--- src/rtl/dice_race_pkg.sv ---
// Shared types for the dice race game: dice colors, FSM state encodings and roll-to-steps mapping.
package dice_race_pkg;

  typedef enum logic [1:0] {
    COLOR_NONE  = 2'b00,
    COLOR_RED   = 2'b01,
    COLOR_GREEN = 2'b10,
    COLOR_BLUE  = 2'b11
  } color_e;

  typedef enum logic [2:0] {
    ST_IDLE       = 3'd0,
    ST_WAIT_ROLL  = 3'd1,
    ST_MOVE       = 3'd2,
    ST_WAIT_CLEAR = 3'd3,
    ST_GAME_OVER  = 3'd4
  } game_state_e;

  function automatic logic [1:0] color_to_steps(color_e color, int red_steps,
                                                int green_steps, int blue_steps);
    case (color)
      COLOR_RED:   return 2'(red_steps);
      COLOR_GREEN: return 2'(green_steps);
      COLOR_BLUE:  return 2'(blue_steps);
      default:     return 2'd0;
    endcase
  endfunction

endpackage

--- src/rtl/dice_race_turn_fsm_step_pacer.sv ---
// Divides enabled frame_tick pulses by STEP_TICKS; step_pulse is combinational on the
// qualifying tick. clear wins over counting so a restart or new roll never steps.
module step_pacer #(
  parameter int STEP_TICKS = 30
) (
  input  logic clk,
  input  logic reset,
  input  logic clear,
  input  logic enable,
  input  logic frame_tick,
  output logic step_pulse
);

  localparam int TW = (STEP_TICKS > 1) ? $clog2(STEP_TICKS) : 1;
  localparam logic [TW-1:0] LAST_TICK = TW'(STEP_TICKS - 1);

  logic [TW-1:0] tick_cnt_q, tick_cnt_d;

  always_comb begin
    tick_cnt_d = tick_cnt_q;
    step_pulse = 1'b0;
    if (clear) begin
      tick_cnt_d = '0;
    end else if (enable && frame_tick) begin
      if (tick_cnt_q == LAST_TICK) begin
        tick_cnt_d = '0;
        step_pulse = 1'b1;
      end else begin
        tick_cnt_d = tick_cnt_q + 1'b1;
      end
    end
  end

  always_ff @(posedge clk or posedge reset) begin
    if (reset) tick_cnt_q <= '0;
    else       tick_cnt_q <= tick_cnt_d;
  end

endmodule

--- src/rtl/dice_race_turn_fsm.sv ---
// Two-player dice race: latches a roll, paces the token forward one square per STEP_TICKS
// frames, alternates turns once the die is cleared, and flags the first player to finish.
module dice_race_turn_fsm
  import dice_race_pkg::*;
#(
  parameter int TRACK_LEN   = 20,
  parameter int STEP_TICKS  = 30,
  parameter int RED_STEPS   = 1,
  parameter int GREEN_STEPS = 2,
  parameter int BLUE_STEPS  = 3,
  localparam int POS_W      = $clog2(TRACK_LEN + 1)
) (
  input  logic             clk,
  input  logic             reset,
  input  logic             frame_tick,
  input  logic             start_btn,
  input  logic [1:0]       stable_color,
  input  logic             result_ready,
  input  logic             turn_end,
  input  logic             current_state_white,
  output logic [POS_W-1:0] player_pos_0,
  output logic [POS_W-1:0] player_pos_1,
  output logic             current_player,
  output logic [1:0]       last_roll,
  output logic [2:0]       game_state,
  output logic             move_busy,
  output logic             winner_valid,
  output logic             winner_id
);

  localparam logic [POS_W-1:0] END_POS = POS_W'(TRACK_LEN);

  game_state_e      state_q, state_d;
  logic [POS_W-1:0] pos0_q, pos0_d, pos1_q, pos1_d, new_pos;
  logic             player_q, player_d;
  logic [1:0]       roll_q, roll_d;
  logic [1:0]       steps_q, steps_d, new_steps;
  logic             win_vld_q, win_vld_d, win_id_q, win_id_d;
  logic             pacer_clear, step_pulse;

  step_pacer #(.STEP_TICKS(STEP_TICKS)) u_pacer (
    .clk        (clk),
    .reset      (reset),
    .clear      (pacer_clear),
    .enable     (state_q == ST_MOVE),
    .frame_tick (frame_tick),
    .step_pulse (step_pulse)
  );

  always_comb begin
    state_d     = state_q;
    pos0_d      = pos0_q;
    pos1_d      = pos1_q;
    player_d    = player_q;
    roll_d      = roll_q;
    steps_d     = steps_q;
    win_vld_d   = win_vld_q;
    win_id_d    = win_id_q;
    pacer_clear = 1'b0;
    new_pos     = (player_q ? pos1_q : pos0_q) + 1'b1;
    new_steps   = steps_q - 2'd1;

    if (start_btn) begin
      state_d     = ST_WAIT_ROLL;
      pos0_d      = '0;
      pos1_d      = '0;
      player_d    = 1'b0;
      roll_d      = 2'd0;
      steps_d     = 2'd0;
      win_vld_d   = 1'b0;
      win_id_d    = 1'b0;
      pacer_clear = 1'b1;
    end else begin
      case (state_q)
        ST_IDLE: begin
        end
        ST_WAIT_ROLL: begin
          if (result_ready && (color_e'(stable_color) != COLOR_NONE)) begin
            roll_d      = stable_color;
            steps_d     = color_to_steps(color_e'(stable_color), RED_STEPS, GREEN_STEPS, BLUE_STEPS);
            pacer_clear = 1'b1;
            state_d     = ST_MOVE;
          end
        end
        ST_MOVE: begin
          // Reaching the finish ends the game even if squares remain on this roll.
          if (step_pulse) begin
            if (player_q) pos1_d = new_pos;
            else          pos0_d = new_pos;
            steps_d = new_steps;
            if (new_pos == END_POS) begin
              state_d   = ST_GAME_OVER;
              win_vld_d = 1'b1;
              win_id_d  = player_q;
            end else if (new_steps == 2'd0) begin
              state_d = ST_WAIT_CLEAR;
            end
          end
        end
        ST_WAIT_CLEAR: begin
          if (turn_end || current_state_white) begin
            player_d = ~player_q;
            state_d  = ST_WAIT_ROLL;
          end
        end
        ST_GAME_OVER: begin
        end
        default: state_d = ST_IDLE;
      endcase
    end
  end

  always_ff @(posedge clk or posedge reset) begin
    if (reset) begin
      state_q   <= ST_IDLE;
      pos0_q    <= '0;
      pos1_q    <= '0;
      player_q  <= 1'b0;
      roll_q    <= 2'd0;
      steps_q   <= 2'd0;
      win_vld_q <= 1'b0;
      win_id_q  <= 1'b0;
    end else begin
      state_q   <= state_d;
      pos0_q    <= pos0_d;
      pos1_q    <= pos1_d;
      player_q  <= player_d;
      roll_q    <= roll_d;
      steps_q   <= steps_d;
      win_vld_q <= win_vld_d;
      win_id_q  <= win_id_d;
    end
  end

  assign player_pos_0   = pos0_q;
  assign player_pos_1   = pos1_q;
  assign current_player = player_q;
  assign last_roll      = roll_q;
  assign game_state     = state_q;
  assign move_busy      = (state_q == ST_MOVE);
  assign winner_valid   = win_vld_q;
  assign winner_id      = win_id_q;

endmodule
--- config.mk ---
export PLATFORM = sky130hd
export DESIGN_NAME = dice_race_turn_fsm
export DESIGN_NICKNAME = d
export VERILOG_FILES = /design/src/rtl/dice_race_pkg.sv /design/src/rtl/dice_race_turn_fsm_step_pacer.sv /design/src/rtl/dice_race_turn_fsm.sv
export SDC_FILE = /design/constraint.sdc
export NUM_CORES = 1
export LEC_CHECK = 0
export ABC_AREA = 1
export CAP_MARGIN = 25
export CORE_UTILIZATION = 28
export CTS_CLUSTER_DIAMETER = 30
export DETAILED_ROUTE_END_ITERATION = 8
export PLACE_DENSITY_LB_ADDON = 0.12
export SYNTH_ARGS = -nofsm -noshare
export SYNTH_HDL_FRONTEND = slang
export SYNTH_HIERARCHICAL = 1
export SYNTH_SLANG_ARGS = --single-unit
--- constraint.sdc ---
create_clock -name clk -period 1.9 [get_ports clk]
set_input_delay 0.38 -clock clk [delete_from_list [all_inputs] [get_ports clk]]
set_output_delay 0.38 -clock clk [all_outputs]
set_load 0.01 [all_outputs]
==> impl_metrics.toml <==
[critical_path]
cp_slowest_cell = "clkdlybuf4s50_1"
path_cells = "clkdlybuf4s50_1"
cp_data_arrival_time_ns = 1.43
cp.depth = 1
cp-start-kind = "flip-flop"
worst-setup-path-type = "reg2out"
cp-end-kind = "output pin"
slowest_delay_ns = 0.60
cp_data_required_time_ns = 1.52
worstRegToRegCells = 10
path_buf_inv = 1
worst-path-max-fanout = 13
cp_top_family = "buffers and inverters"

[sta]
grt_setup_unrepaired = "true"
hold_viol = 0
min_period_ns = 1.81
fmax_mhz = 554
slew_viol_final = 0
finalCritPeriodShare_pct = 95.0
hold_slack_ns = 0.325
slew-limit-headroom_pct = 79.7
clock-skew-final_ns = 0.00601
worst_pin_slew_ns = 0.305
finalSetupViolCount = 0

[synthesis]
synth_ff_type = "dfrtp_1"
synth_warnings = 6
synth_edf_count = 0
synthArstFlopShare_pct = 100
synth_seq_cells = 25
synth_cells = 210
syn_avg_cell_area_um2 = 7.36
yosysTopAreaCell = "dfrtp_1"
syn_nets = 223
synth_top_area_share_pct = 40.5
syn_area_mm2 = 0.00155
synth_most_common_cell = "nand2_1"
ys_seq_area_share_pct = 40.5
synth_cell_types = 28
synth.area.top_cells = "dfrtp_1 (40%), nand2_1 (17%), inv_1 (8.5%)"
synth_common_cells = "nand2_1 (69), inv_1 (35), dfrtp_1 (25)"

[power_and_ir_drop]
p_leak_nw = 1.06
swShare_pct = 38.4
vdd_drop_max_mv = 0.339
seqPwrFrac_pct = 37.6
p_comb_share_pct = 45.3
clock_power_share_pct = 17.1
cellPowerDensity_mw_per_mm2 = 923
p_switching_w = 0.000736
internal_power_w = 0.00118

[detailed_routing]
drc_errors = 0
dr.first_iter.drc_count = 35
wl_mm = 3.58
drt_pass1_iterations = 4
wl_per_cell_um = 11.1
routed_via_density = 4.35
dr_total_vias = 1408
antenna_left = 0

[grt]
grt_use_total_pct = 13.7
antenna_found_initial = 0
first_global_vias = 1413
grt_max_degree = 21
grt_overflow = 0
grt_pass1_wl_mm = 6.41

[die]
die_h_um = 76.3
die_w_um = 76.3
initial_utilization_pct = 29.7
dieArea_mm2 = 0.00582
core_mm2 = 0.00520
placementRows = 26
ios = 28

[cells_and_area]
design_area_mm2 = 0.00207
final_nets = 268
antenna_cells = 0
area_delta_synth_final_pct = 34.3
fillerInstances = 583
final_util_pct = 39.9
layout-drive-gt1-share_pct = 18.5

[cts]
ctsHoldBuffers = 0
clock_path_buffers = 2
cts.clk_slew.worst_paths_ns = 0.10
cts_tree = "yes"
htreeDepth = 1
clk_latency_ns = 0.27
cts_buffers = 3
root_buffer = "clkbuf_8"
cts_num_sinks = 25

[placed_design]
dpl.hpwl_mm = 2.75
placed_area_mm2 = 0.00201
gp_congestion = 0.730
port_buffers = 27

[status]
status = "complete, no violations"

[run]
drv_cap = 0

[hold_path]
hp-class = "in2async"
==> flip-flops by register name, indices dropped and copies added, names as in the netlist <==
| signal | cells |
|---|---|
| current_player | 1 |
| game_state | 3 |
| last_roll | 2 |
| player_pos_0 | 5 |
| player_pos_1 | 5 |
| steps_q | 2 |
| u_pacer/tick_cnt_q | 5 |
| winner_id | 1 |
| winner_valid | 1 |
==> cells by family (layout without fill, tap and decap cells) <==
logic type	after synthesis	after routing	share of synthesized area, %
buffers and inverters	42	85	11.4
adders and majority gates	4	4	3.24
AOI/OAI and AO/OA	29	30	12.1
DFF	25	25	40.5
and+or+nand+nor	109	109	32.1
xor gates and xnor gates	1	1	0.567
==> final timing paths <==
path,start,to,slack (ns)
setup / recovery,current_player,current_player,0.09
hold / removal,reset,u_pacer/tick_cnt_q[3],0.32
setup reg to reg,game_state[0],player_pos_1[3],0.14
hold reg to reg,last_roll[1],last_roll[1],0.49
max in group asynchronous,reset,game_state[1],1.19
min in group clk,last_roll[1],last_roll[1],0.49
==> power groups by stage <==
stage | registers (W) | clock network, W | logic, W
after global routing | 0.000740 | 0.000360 | 0.000977
after global placement | 0.000730 | 0 | 0.000863
final | 0.000720 | 0.000327 | 0.000867
after floorplan | 0.000747 | 0 | 0.000464
after CTS | 0.000721 | 0.000336 | 0.000871
after detailed placement | 0.000731 | 0 | 0.000859
==> through the flow <==
stage / cells / setup TNS [ns] / worst slack, ns / power, W
5_1_grt: 324 / -0.268 / -0.0491 / 0.00208
6_report: 324 / 0 / 0.0944 / 0.00191
2_1_floorplan: 210 / 0 / 0.0231 / 0.00121
3_3_place_gp: 319 / -5.72 / -0.371 / 0.00159
4_1_cts: 323 / 0 / 0.0666 / 0.00193
3_5_place_dp: 319 / -5.84 / -0.380 / 0.00159
==> repair_timing <==
action / 4_1_cts / 5_1_grt
pin swaps: 8 / 6
gates cloned: 0 / 1
endpoints found under the setup margin: 19 / 13
buffers inserted: 0 / 0
gates resized for setup: 8 / 2
==> cell type report <==
type	instances	area [um2]	share of cell area, %
clock buffers	3	41.3	1.99
flip-flops and latches	25	628	30.3
well taps	70	87.6	4.22
clock inverters	1	5.00	0.241
inverters	38	144	6.94
multi-input cells	144	782	37.7
repair buffers	43	387	18.6
==> layout by cell type (no fill, tap or decap), types with 4 or more instances in the layout <==
cell / netlist / routed
o21ai_0: 8 / 7
nand2_1: 69 / 67
nand3_1: 15 / 15
a21oi_1: 8 / 7
dfrtp_1: 25 / 23
buf_4: 0 / 16
clkdlybuf4s50_1: 0 / 24
ha_1: 4 / 4
o21ai_1: 4 / 4
inv_1: 35 / 34
o21ai_2: 2 / 4
nand4_1: 4 / 4
nor2_1: 7 / 6
nand2_2: 3 / 5
==> per-layer routing <==
metal,track usage (%),share of wire (%),routed length [um],vias to the layer above
met2,21.9,44,1590,20
met1,18.8,52,1850,628
met5,0,0,0,-
li1,-,-,-,756
met3,2.16,3.1,111,4
met4,4.23,0.92,33,0
No activity file was read; power rests on OpenSTA's default activity.
